**config.mk**
```make
export PLATFORM = sky130hd
export DESIGN_NAME = uart_rx_core
export DESIGN_NICKNAME = d
export VERILOG_FILES = /design/src/rtl/uart_pkg.sv /design/src/rtl/uart_rx_sync.sv /design/src/rtl/uart_rx_core.sv
export SDC_FILE = /design/constraint.sdc
export NUM_CORES = 1
export LEC_CHECK = 0
export BUFFER_PORTS_ARGS = -buffer_cell sky130_fd_sc_hd__buf_4
export CELL_PAD_IN_SITES_DETAIL_PLACEMENT = 1
export CELL_PAD_IN_SITES_GLOBAL_PLACEMENT = 1
export CORE_MARGIN = 2
export CORE_UTILIZATION = 30
export CTS_CLUSTER_SIZE = 25
export DETAILED_ROUTE_END_ITERATION = 12
export PLACE_DENSITY_LB_ADDON = 0.1
export SLEW_MARGIN = 10
export SYNTH_ARGS = -nofsm -noshare
export SYNTH_HDL_FRONTEND = slang
export SYNTH_SLANG_ARGS = --single-unit
export TNS_END_PERCENT = 50
```
**constraint.sdc**
```tcl
create_clock -name clk -period 2.8 [get_ports clk]
set_input_delay 0.56 -clock clk [delete_from_list [all_inputs] [get_ports clk]]
set_output_delay 0.56 -clock clk [all_outputs]
set_load 0.02 [all_outputs]
```
**src/rtl/uart_pkg.sv**
```systemverilog
// Shared UART definitions: rx state encodings, parameter legality bounds and the parity helper.
// Used by the receiver today and intended for the parametrised transmitter.
package uart_pkg;

  localparam int DATA_W_MIN  = 5;
  localparam int DATA_W_MAX  = 9;
  localparam int OS_RATE_MIN = 8;

  localparam logic [2:0] ST_IDLE      = 3'd0;
  localparam logic [2:0] ST_START     = 3'd1;
  localparam logic [2:0] ST_DATA      = 3'd2;
  localparam logic [2:0] ST_PARITY    = 3'd3;
  localparam logic [2:0] ST_STOP      = 3'd4;
  localparam logic [2:0] ST_WAIT_HIGH = 3'd5;

  // Expected parity bit for a zero-extended data word.
  function automatic logic parity_expected(input logic [DATA_W_MAX-1:0] data, input logic odd);
    return (^data) ^ odd;
  endfunction

endpackage

```
**src/rtl/uart_rx_sync.sv**
```systemverilog
// Metastability chain for the serial line; SYNC_STAGES clk latency, idles high out of reset.
// No backpressure: free-running flop chain.
module uart_rx_sync
  import uart_pkg::*;
#(
  parameter int SYNC_STAGES = 2
) (
  input  logic clk,
  input  logic rst_n,
  input  logic rx_i,
  output logic rx_s
);

  logic [SYNC_STAGES-1:0] sync_q;

  always_ff @(posedge clk or negedge rst_n) begin
    if (!rst_n) begin
      sync_q <= '1;
    end else begin
      sync_q <= {sync_q[SYNC_STAGES-2:0], rx_i};
    end
  end

  assign rx_s = sync_q[SYNC_STAGES-1];

endmodule

```
**src/rtl/uart_rx_core.sv**
```systemverilog
// Oversampling UART receiver; word appears OS_RATE/2 + OS_RATE*(DATA_W+P+S) os_ticks after start detect.
// Output held until rx_ready; a word completing while the held word is unaccepted is dropped and flagged.
module uart_rx_core
  import uart_pkg::*;
#(
  parameter int DATA_W      = 8,
  parameter int OS_RATE     = 16,
  parameter int SYNC_STAGES = 2
) (
  input  logic              clk,
  input  logic              rst_n,
  input  logic              os_tick,
  input  logic              rx_i,
  input  logic              parity_en,
  input  logic              parity_odd,
  input  logic              two_stop,
  output logic [DATA_W-1:0] rx_data,
  output logic              rx_valid,
  input  logic              rx_ready,
  output logic              parity_err,
  output logic              frame_err,
  output logic              overrun_err,
  output logic              busy
);

  localparam int OS_W = $clog2(OS_RATE);
  localparam int BC_W = (DATA_W > 2) ? $clog2(DATA_W) : 1;

  localparam logic [OS_W-1:0] HALF_M1  = OS_W'(OS_RATE/2 - 1);
  localparam logic [OS_W-1:0] FULL_M1  = OS_W'(OS_RATE - 1);
  localparam logic [BC_W-1:0] BIT_LAST = BC_W'(DATA_W - 1);

  logic                  rx_s;
  logic [2:0]            state;
  logic [OS_W-1:0]       os_cnt;
  logic [BC_W-1:0]       bit_cnt;
  logic [DATA_W-1:0]     shreg;
  logic                  par_en_q;
  logic                  par_odd_q;
  logic                  two_stop_q;
  logic                  par_flag;
  logic                  frame_acc;
  logic [DATA_W_MAX-1:0] data_ext;
  logic                  load_ok;

  uart_rx_sync #(
    .SYNC_STAGES(SYNC_STAGES)
  ) u_sync (
    .clk  (clk),
    .rst_n(rst_n),
    .rx_i (rx_i),
    .rx_s (rx_s)
  );

  always_comb begin
    data_ext = '0;
    data_ext[DATA_W-1:0] = shreg;
  end

  // A completing word may be stored if the slot is empty or being drained on the same edge.
  assign load_ok = !rx_valid || rx_ready;
  assign busy    = (state != ST_IDLE);

  always_ff @(posedge clk or negedge rst_n) begin
    if (!rst_n) begin
      state       <= ST_IDLE;
      os_cnt      <= '0;
      bit_cnt     <= '0;
      shreg       <= '0;
      par_en_q    <= 1'b0;
      par_odd_q   <= 1'b0;
      two_stop_q  <= 1'b0;
      par_flag    <= 1'b0;
      frame_acc   <= 1'b0;
      rx_data     <= '0;
      rx_valid    <= 1'b0;
      parity_err  <= 1'b0;
      frame_err   <= 1'b0;
      overrun_err <= 1'b0;
    end else begin
      overrun_err <= 1'b0;
      if (rx_valid && rx_ready) begin
        rx_valid   <= 1'b0;
        parity_err <= 1'b0;
        frame_err  <= 1'b0;
      end
      if (os_tick) begin
        case (state)
          ST_IDLE: begin
            if (!rx_s) begin
              state      <= ST_START;
              os_cnt     <= '0;
              bit_cnt    <= '0;
              par_flag   <= 1'b0;
              frame_acc  <= 1'b0;
              par_en_q   <= parity_en;
              par_odd_q  <= parity_odd;
              two_stop_q <= two_stop;
            end
          end
          ST_START: begin
            if (os_cnt == HALF_M1) begin
              os_cnt <= '0;
              state  <= rx_s ? ST_IDLE : ST_DATA;
            end else begin
              os_cnt <= os_cnt + 1'b1;
            end
          end
          ST_DATA: begin
            if (os_cnt == FULL_M1) begin
              os_cnt <= '0;
              shreg  <= {rx_s, shreg[DATA_W-1:1]};
              if (bit_cnt == BIT_LAST) begin
                bit_cnt <= '0;
                state   <= par_en_q ? ST_PARITY : ST_STOP;
              end else begin
                bit_cnt <= bit_cnt + 1'b1;
              end
            end else begin
              os_cnt <= os_cnt + 1'b1;
            end
          end
          ST_PARITY: begin
            if (os_cnt == FULL_M1) begin
              os_cnt   <= '0;
              par_flag <= (rx_s != parity_expected(data_ext, par_odd_q));
              state    <= ST_STOP;
            end else begin
              os_cnt <= os_cnt + 1'b1;
            end
          end
          ST_STOP: begin
            if (os_cnt == FULL_M1) begin
              os_cnt <= '0;
              if (two_stop_q && (bit_cnt == '0)) begin
                bit_cnt <= BC_W'(1);
                if (!rx_s) frame_acc <= 1'b1;
              end else begin
                // Final stop sample: deliver the word or report it as dropped.
                if (load_ok) begin
                  rx_data    <= shreg;
                  parity_err <= par_flag;
                  frame_err  <= frame_acc | ~rx_s;
                  rx_valid   <= 1'b1;
                end else begin
                  overrun_err <= 1'b1;
                end
                state <= rx_s ? ST_IDLE : ST_WAIT_HIGH;
              end
            end else begin
              os_cnt <= os_cnt + 1'b1;
            end
          end
          ST_WAIT_HIGH: begin
            if (rx_s) state <= ST_IDLE;
          end
          default: state <= ST_IDLE;
        endcase
      end
    end
  end

endmodule

```
==> results of run 1 <==
-- worst min-delay path by stage --
stage | slack [ns] | from | to
floorplan | 0.26 | rst_n | bit_cnt[0]
global route | 0.25 | rst_n | shreg[3]
finish | 0.22 | rst_n | state[0]
global placement | 0.35 | u_sync.sync_q[0] | u_sync.sync_q[1]
detailed placement | 0.35 | u_sync.sync_q[0] | u_sync.sync_q[1]
CTS | 0.24 | rst_n | state[0]
-- sequential cells by signal, summed over array words and instances (netlist names) --
register and cells:
rx_data 8, shreg 8, os_cnt 4, bit_cnt 3, state 3, u_sync.sync_q 2
frame_acc 1, frame_err 1, overrun_err 1, par_en_q 1, par_flag 1, par_odd_q 1
parity_err 1, rx_valid 1, two_stop_q 1
-- where the power goes --
| part | total, W | internal, W | switching, W |
|---|---|---|---|
| logic | 0.000543 | 0.000235 | 0.000308 |
| clock network | 0.000496 | 0.000290 | 0.000206 |
| registers | 0.000784 | 0.000617 | 0.000167 |
| total | 0.00182 | 0.00114 | 0.000681 |
-- logic make-up after synthesis --
kind of cell             Yosys count
AND/OR/NAND/NOR                   53
AO/OA/AOI/OAI                     40
flip-flops                        37
multiplexers                      20
buffers and inverters             16
XOR/XNOR                          10
adder cells (fa/ha/maj)            4
-- metal layers --
metal  routed length (um)  GRT usage (%)  vias up
met5                    0              0        -
met4                   61          4.329        0
met3                  157          3.891        6
met2                 2215          22.62       19
met1                 2171          18.60      726
li1                     -              -      686
-- synth_stat cells (2+ instances only) --
cell and n:
dfrtp_1 35, nand2_1 15, o21ai_0 15, mux2_2 10
xnor2_1 9, inv_1 8, mux2_4 8, nor2_1 7
a31oi_1 5, nand2b_1 5, a21oi_1 4, ha_1 4
nor3_1 4, nand3_1 3, a21o_1 2, buf_1 2
buf_2 2, buf_6 2, dfstp_2 2, mux2i_1 2
nand2_4 2, nand4_1 2, nor2b_1 2, nor4_1 2
o21a_1 2, o31ai_1 2, or4b_1 2
-- area by class of cell --
type	count	area [um2]
fill	693	4070
multi-input combinational	127	954.7
sequential	37	928.4
timing repair buffer	20	150.1
tap	77	96.34
clock buffer	6	82.58
clock inverter	2	37.54
inverter	8	30.03
-- layout by cell type (no fill, tap or decap), types with 2 or more instances in the layout --
cell,Yosys,routed
a21o_1,2,2
nand2_4,2,2
mux2_2,10,10
xnor2_1,9,9
or4b_1,2,2
nand3_1,3,3
nor2_1,7,7
o31ai_1,2,2
nand2b_1,5,5
nand4_1,2,2
ha_1,4,4
dfrtp_1,35,35
o21ai_0,15,15
dfstp_2,2,2
mux2i_1,2,2
mux2_4,8,8
nor4_1,2,2
inv_1,8,8
buf_4,0,20
nor2b_1,2,2
nor3_1,4,4
a21oi_1,4,4
clkbuf_8,0,6
o21a_1,2,2
nand2_1,15,15
a31oi_1,5,5
-- metrics by stage --
step | cell area [um2] | power [W] | setup WS, ns
3_3_place_gp | 2160 | 0.001318 | 0.7997
5_1_grt | 2280 | 0.001968 | 0.5462
2_1_floorplan | 1962 | 0.001177 | 1.027
4_1_cts | 2280 | 0.001850 | 0.6357
3_5_place_dp | 2160 | 0.001341 | 0.7444
6_report | 2280 | 0.001823 | 0.6536
==> key figures, run 1 <==
Clocking
  – Clock transition at path regs: 0.08 ns
  – TritonCTS clock tree: done
  – Hold-fix buffer count after cts: 0
  – H-Tree Depth: 2
  – Cts bufs inserted: 5
  – Worst skew pair latency: 0.29 ns
  – Clock Sinks: 37
  – Post-CTS sizing: 0
  – Setup bufs post-CTS: 0
  – Maximum buffer depth of the clock tree: 2
  – Root buffer cell: clkbuf_8

Setup path
  – CP Cell Sequence: inv_1 > nand2_1 > buf_4
  – Critical path origin: state[2]
  – Crit path max-delay family: flip-flops
  – Reg2reg setup slack: approximately 0.73 ns
  – Req. time, crit path: 2.24 ns
  – Critical path's slowest cell: dfrtp_1
  – Crit path to: busy
  – FF-to-FF End: rx_data[5]
  – Crit. End Element: output pin
  – Worst reg2reg path startpoint: os_cnt[0]
  – CP bufs+invs: 2
  – Levels on crit path: 3
  – Crit-path max cell delay: 0.67 ns
  – Worst Path Arrival: between 1.5 and 2 ns
  – Critical Path Start Type: flop
  – FF-to-FF path depth: 6
  – Critical setup path kind: flop to output pin
  – Critical path peak fanout: 17

Job
  – Maxcap violations: 0

Synthesis
  – Largest family of logic cells by synthesized area: simple AND/OR/NAND/NOR gates
  – Post-synth net total: approximately 190
  – Yosys Warn Count: 0
  – Asr flop ratio synth: 100.0%
  – Synthesized area: 0.001962 mm2
  – Avg Cell Area, Syn: ~11 um2
  – EDFF count, synth: 0
  – Simple-Gate Fraction of Synth Area: between 10% and 20%
  – Synth area leader: dfrtp_1
  – Compound-Gate Fraction of Synth Area: roughly an eighth
  – Synth top area share: 44.64%
  – Mux cell area share after synthesis: between 10 and 15%
  – XOR/XNOR Fraction of Synth Area: roughly 4.5%
  – Synth unique cells: 49
  – Largest cells by area after synthesis: dfrtp_1 45%, mux2_4 6.1%, mux2_2 5.7%
  – Seq/Total Area, Yosys: between 40% and 50%
  – Main synth FF type: dfrtp_1
  – Cells after Synth: 180
  – #FFs+latches synth: 37
  – Synth Area in Adders: about 2.6%

GRT
  – First-pass GRT wire length: 7859 um
  – Vias in the first global route: approximately 1500
  – Largest net degree at the start of global routing: 38
  – Congestion Overflow GR: 0
  – Number of antenna violations at the first check in global routing: 0
  – GRT Total Usage: between 10% and 20%

Status
  – Status: complete, no violations

Cells and area
  – Nets: 211
  – Area growth from synthesis to layout: 16.20%
  – Final Non-Filler Cells: between 200 and 300
  – Antenna diode count: 0
  – Share of layout cells above drive strength 1: between 20% and 30%
  – Util after Layout: between 30 and 40%

Floorplan
  – I/O pin count: 21
  – # rows: 29
  – Die W: about 85 um
  – Die Ht: 84.87 um
  – Die area: 0.007202 mm2
  – Placeable Area: around 0.0063 mm2
  – Initial Util: between 30% and 40%

Power and ir drop
  – Pleak: between 1 and 1.5 nW
  – Cell Pwr Density: 799.7 mW/mm2
  – Max VDD drop: approximately 0.3 mV

Detailed routing
  – Vias: between 1000 and 1500
  – Drt first pass iters: 3
  – WL/cell: between 15 and 20 um
  – Remaining antenna violation count: 0
  – Final wirelength: 4605 um
  – # DRC: 0
  – Via-per-instance ratio: a little over 5
  – DRT iter0 DRCs: 75

Hold path
  – Min-Delay Path Class: primary input to asynchronous set/reset pin

Timing
  – Final Hold Vio Count: 0
  – Worst-Margin Slew: approximately 0.73 ns
  – Setup TNS: 0 ns
  – Fin. max-slew vios: 0
  – RSZ-0062 raised after global routing: false
  – Minimum clock period: about 2.1 ns
  – Clock Skews: 0.001529 ns
  – F_max: about 470 MHz
  – Slew HR: approximately half
  – Hold slack final: about 0.22 ns
  – Setup-failing EPs final: 0
  – Tcrit/Tclk final: around three quarters

Place
  – Cell count after placement: around 270
  – Placer Congestion: approximately 0.73
  – Post-DP HPWL: 3326 um
  – Port Buf Inserts: 20
(Power assumes the default switching activity.)
==> run 2, diff against run 1 <==
==> constraint.sdc (replaced) <==
create_clock -name clk -period 2.1 [get_ports clk]
set_input_delay 0.42 -clock clk [delete_from_list [all_inputs] [get_ports clk]]
set_output_delay 0.42 -clock clk [all_outputs]
set_load 0.02 [all_outputs]
==> run 2 against run 1 <==
Net effect:
- highest routed layer unchanged
- sequential power increased by 27%
- setup slack worse by 0.50 ns
- sequential share of layout area is 1.1 points lower
- die area is the same
- combinational power up 59%
- total power up 38%
- clock power grew 32%
- worst hold slack worse by 0.14 ns
- global-route usage up 0.48 points
- cell area increased by 3.0%
- first-iteration DRC count down 28%
==> key figures, run 2 (synthesized netlist as in run 1, its figures left out) <==
Status
  – Status: complete, no violations

Timing
  – F_max: 513.2 MHz
  – Worst-Margin Slew: between 0.4 and 0.5 ns
  – Setup TNS: 0 ns
  – RSZ-0062 raised after global routing: false
  – Fin. max-slew vios: 0
  – Minimum clock period: roughly 1.9 ns
  – Clock Skews: 0.01059 ns
  – Tcrit/Tclk final: between 90 and 100%
  – Hold slack final: roughly 0.079 ns
  – Slew HR: 68.38%
  – Setup-failing EPs final: 0
  – Final Hold Vio Count: 0

GRT
  – Congestion Overflow GR: 0
  – GRT Total Usage: 14.56%
  – Largest net degree at the start of global routing: 38
  – Vias in the first global route: 1620
  – First-pass GRT wire length: between 8000 and 9000 um
  – Number of antenna violations at the first check in global routing: 0

Detailed routing
  – # DRC: 0
  – Vias: between 1000 and 1500
  – Drt first pass iters: 4
  – Remaining antenna violation count: 0
  – WL/cell: 16.32 um
  – Via-per-instance ratio: approximately 5
  – DRT iter0 DRCs: 54
  – Final wirelength: around 4700 um

Clocking
  – TritonCTS clock tree: done
  – H-Tree Depth: 2
  – Clock transition at path regs: 0.08 ns
  – Clock Sinks: 37
  – Setup bufs post-CTS: 0
  – Cts bufs inserted: 5
  – Root buffer cell: clkbuf_8
  – Worst skew pair latency: 0.29 ns
  – Maximum buffer depth of the clock tree: 2

Floorplan
  – I/O pin count: 21
  – Die area: ~0.0072 mm2
  – # rows: 29
  – Die Ht: 84.87 um
  – Initial Util: 30.90%
  – Placeable Area: between 0.006 and 0.007 mm2
  – Die W: 84.87 um

Setup path
  – Crit-path max cell delay: about 0.46 ns
  – Crit path max-delay family: simple AND/OR/NAND/NOR gates
  – CP Cell Sequence: ha_1 > ha_1 > or4b_1 > o2111ai_1 > nor4_1 > a31oi_1 > a31oi_1
  – Reg2reg setup slack: 0.15 ns
  – Critical path peak fanout: 3
  – Critical Path Start Type: flop
  – Crit. End Element: flop
  – Worst Path Arrival: 2.11 ns
  – Critical setup path kind: flop to flop
  – Req. time, crit path: 2.26 ns
  – CP bufs+invs: 0
  – Critical path's slowest cell: or4b_1

Power and ir drop
  – Pwr Total: 0.002516 W
  – Cell Pwr Density: between 1000 and 1500 mW/mm2
  – Max VDD drop: about 0.42 mV
  – Pleak: 1.101 nW

Place
  – Post-DP HPWL: around 3400 um
  – Placer Congestion: just over 0.8
  – Port Buf Inserts: 20

Cells and area
  – Area growth from synthesis to layout: 19.64%
  – Largest regs: rx_data: 8 flops, shreg: 8 flops, os_cnt: 4 flops
  – Leading cell type in the layout, fill and taps excluded: dfrtp_1
  – Share of layout cells above drive strength 1: between 30% and 40%
  – Antenna diode count: 0
  – Commonest cells after routing, fill and taps aside: 34 x dfrtp_1, 28 x buf_4, 15 x nand2_1, 15 x o21ai_0, 10 x mux2_2
  – Nets: about 220

Job
  – Maxcap violations: 0

Hold path
  – Min-Delay Path Class: primary input to asynchronous set/reset pin
## run 2: area by class of cell
cell class,count,area (um2)
flip-flops and latches,37,929.6
well taps,77,96.34
fillers,701,4003
repair buffers,28,210.2
multi-input cells,127,960.9
inverters,8,30.03
clock buffers,6,82.58
clock inverters,2,37.54
## run 2: stage by stage
step / cells / setup slack (ns) / cell area [um2] / util [%]
after global placement: 277 / 0.1948 / 2220 / 34.96
final: 285 / 0.1513 / 2347 / 36.97
after global routing: 285 / 0.01609 / 2347 / 36.97
after floorplan: 180 / 0.3274 / 1962 / -
after detailed placement: 277 / 0.1227 / 2220 / 34.96
after CTS: 285 / 0.1168 / 2340 / 36.85
## run 2: report_power, final
part | leakage [nW] | switching [W] | internal (W) | total [W]
combinational | 0.553 | 0.000488 | 0.000378 | 0.000866
sequential | 0.491 | 0.000167 | 0.000826 | 0.000993
clock | 0.0574 | 0.000271 | 0.000386 | 0.000657
## run 2: worst paths after layout
check / depth (start not counted) / endpoint / startpoint
hold reg to reg: 0 / u_sync.sync_q[1] / u_sync.sync_q[0]
setup / recovery: 7 / state[2] / bit_cnt[0]
max in group asynchronous: 1 / u_sync.sync_q[0] / rst_n
hold / removal: 1 / os_cnt[0] / rst_n
setup reg to reg: 7 / state[2] / bit_cnt[0]
min in group clk: 1 / u_sync.sync_q[0] / rx_i
## run 2: per-layer routing
layer | GRT usage (%) | wire [um] | share of wire, % | vias to the layer above
li1 | - | - | - | 700
met1 | 19.68 | 2262 | 49 | 743
met2 | 23.62 | 2188 | 47 | 23
met3 | 3.696 | 177 | 3.8 | 2
met4 | 3.463 | 24 | 0.52 | 0
met5 | 0 | 0 | 0 | -
## run 2: timing repair
action,CTS,global route
setup endpoints to repair,0,10
hold buffers,0,0
resized for setup,0,3
==> run 3, diff against run 2 <==
--- a/config.mk
+++ b/config.mk
@@ -9,10 +9,10 @@
 export CELL_PAD_IN_SITES_DETAIL_PLACEMENT = 1
 export CELL_PAD_IN_SITES_GLOBAL_PLACEMENT = 1
 export CORE_MARGIN = 2
-export CORE_UTILIZATION = 30
+export CORE_UTILIZATION = 28
 export CTS_CLUSTER_SIZE = 25
 export DETAILED_ROUTE_END_ITERATION = 12
-export PLACE_DENSITY_LB_ADDON = 0.1
+export PLACE_DENSITY = 0.56
 export SLEW_MARGIN = 10
 export SYNTH_ARGS = -nofsm -noshare
 export SYNTH_HDL_FRONTEND = slang
==> run 3 against run 2 <==
Net effect:
- combinational power down 2%
- count of clock-buffer cells in the layout decreased by 1
- sequential power fell by 1%
- cell count grew 6.7%
- critical path depth stayed put
- sequential share of layout area is 0.63 points lower
- register-to-register slack barely moved
- total power up 3.1%
- global-route usage is 1.5 points lower
- fmax barely moved
- clock power increased by 16%
- critical endpoint is now state[1]
==> key figures, run 3 (synthesized netlist as in run 1, its figures left out) <==
GRT
  – Congestion Overflow GR: 0
  – Vias in the first global route: between 1500 and 2000
  – Number of antenna violations at the first check in global routing: 0
  – First-pass GRT wire length: just under 8000 um
  – GRT Total Usage: 13.10%
  – Largest net degree at the start of global routing: 38

Place
  – Pre-CTS setup slack: 0.1382 ns
  – Placer Congestion: around 0.73
  – Post-DP HPWL: 3205 um
  – Port Buf Inserts: 20

Cells and area
  – Nets: about 220
  – Storage cell area: approximately 930 um2
  – Commonest cells after routing, fill and taps aside: 35 x dfrtp_1, 28 x buf_4, 15 x nand2_1, 15 x o21ai_0, 10 x mux2_2
  – Share of layout cells above drive strength 1: ~30%
  – Largest regs: rx_data: 8 flops, shreg: 8 flops, os_cnt: 4 flops
  – Area of the multi-input gates: around 960 um2
  – Area growth from synthesis to layout: 21.43%
  – Antenna diode count: 0
  – # fillers: 779
  – Leading cell type in the layout, fill and taps excluded: dfrtp_1

Timing
  – Slew HR: between 60% and 70%
  – Final worst slack: roughly 0.15 ns
  – Tcrit/Tclk final: 92.72%
  – Setup TNS: 0 ns
  – Clock Skews: around 0.0050 ns
  – Final Hold Vio Count: 0
  – Setup-failing EPs final: 0
  – Minimum clock period: 1.947 ns
  – Worst-Margin Slew: roughly 0.48 ns
  – F_max: 513.6 MHz
  – Fin. max-slew vios: 0
  – RSZ-0062 raised after global routing: false

Setup path
  – Critical Path Start Type: flop
  – Critical path origin: bit_cnt[0]
  – Req. time, crit path: between 2 and 2.5 ns
  – Critical path peak fanout: 3
  – Critical setup path kind: flop to flop
  – Crit. End Element: flop
  – Worst Path Arrival: about 2.1 ns
  – Worst reg2reg path startpoint: bit_cnt[0]

Clocking
  – Clock transition at path regs: 0.08 ns
  – Cts bufs inserted: 5
  – TritonCTS clock tree: done
  – Clock Sinks: 37
  – Root buffer cell: clkbuf_8
  – Maximum buffer depth of the clock tree: 2
  – H-Tree Depth: 2
  – Setup bufs post-CTS: 0
  – Worst skew pair latency: around 0.3 ns

Detailed routing
  – Final wirelength: between 4000 and 5000 um
  – DRT iter0 DRCs: 47
  – Drt first pass iters: 4
  – Via-per-instance ratio: between 4 and 5
  – WL/cell: about 15 um
  – Vias: 1441
  – # DRC: 0
  – Remaining antenna violation count: 0

Power and ir drop
  – Max VDD drop: approximately 0.32 mV
  – Pleak: 1.111 nW
  – Cell Pwr Density: roughly 1100 mW/mm2

Floorplan
  – Die Ht: 87.71 um
  – Initial Util: between 20 and 30%
  – Die area: 0.007692 mm2
  – Placeable Area: a little under 0.007 mm2
  – # rows: 30
  – Die W: between 80 and 90 um
  – I/O pin count: 21

Hold path
  – Min-Delay Path Class: primary input to asynchronous set/reset pin

Job
  – Maxcap violations: 0

Status
  – Status: complete, no violations
[run 3: changes by cell type in the layout (fill, tap and decap cells not counted)]
cell	delta
bufinv_16	+1
clkbuf_8	-1
clkinvlp_4	-1
dfrtp_1	+1
dfrtp_2	-1
inv_6	+1
nor3_1	+1
nor3_2	-1
[run 3: power breakdown]
part,switching (W),internal [W]
combinational,0.000477,0.000373
sequential,0.000158,0.000824
clock,0.000285,0.000478
total,0.000920,0.00168
[run 3: final timing paths]
check / to / slack, ns / cells past startpoint
max in group asynchronous: u_sync.sync_q[1] / 1.67 / 1
min in group clk: u_sync.sync_q[0] / 0.23 / 1
hold reg to reg: u_sync.sync_q[1] / 0.36 / 0
setup reg to reg: state[1] / 0.15 / 7
hold / removal: bit_cnt[1] / 0.07 / 1
setup / recovery: state[1] / 0.15 / 7
[run 3: cell type report]
class / count / share of cell area, %
Timing Repair Buffer: 28 / 8.824
Multi-Input combinational cell: 127 / 40.13
Tap cell: 96 / 5.042
Clock inverter: 3 / 2.889
Clock buffer: 5 / 2.889
Sequential cell: 37 / 38.97
Inverter: 8 / 1.261
[run 3: layer usage]
layer	up-vias	GRT usage [%]	wire (um)
li1	699	-	-
met1	719	17.92	2185
met2	19	20.39	2125
met5	-	0	0
met4	0	5.035	56
met3	4	2.733	128
[run 3: critical path: stages (launching register included)]
cell and delay [ns]:
dfrtp_1 0.41, ha_1 0.21, ha_1 0.21, or4b_1 0.46, o2111ai_1 0.14, nor3_1 0.13
a31oi_1 0.19, a31oi_1 0.06
[run 3: metrics by stage]
stage | hold WS [ns] | cells | area, um2 | power [W] | utilization, %
3_5_place_dp | 0.3475 | 296 | 2243 | 0.001857 | 33.02
5_1_grt | 0.1062 | 304 | 2382 | 0.002796 | 35.06
2_1_floorplan | 0.1244 | 180 | 1962 | 0.001570 | -
6_report | 0.06999 | 304 | 2382 | 0.002595 | 35.06
4_1_cts | 0.09473 | 304 | 2381 | 0.002633 | 35.05
3_3_place_gp | 0.3458 | 296 | 2243 | 0.001852 | 33.02
[run 3: what timing repair did]
action,4_1_cts,5_1_grt
hold buffers,0,0
endpoints found under the setup margin,0,9
resized for setup,0,1
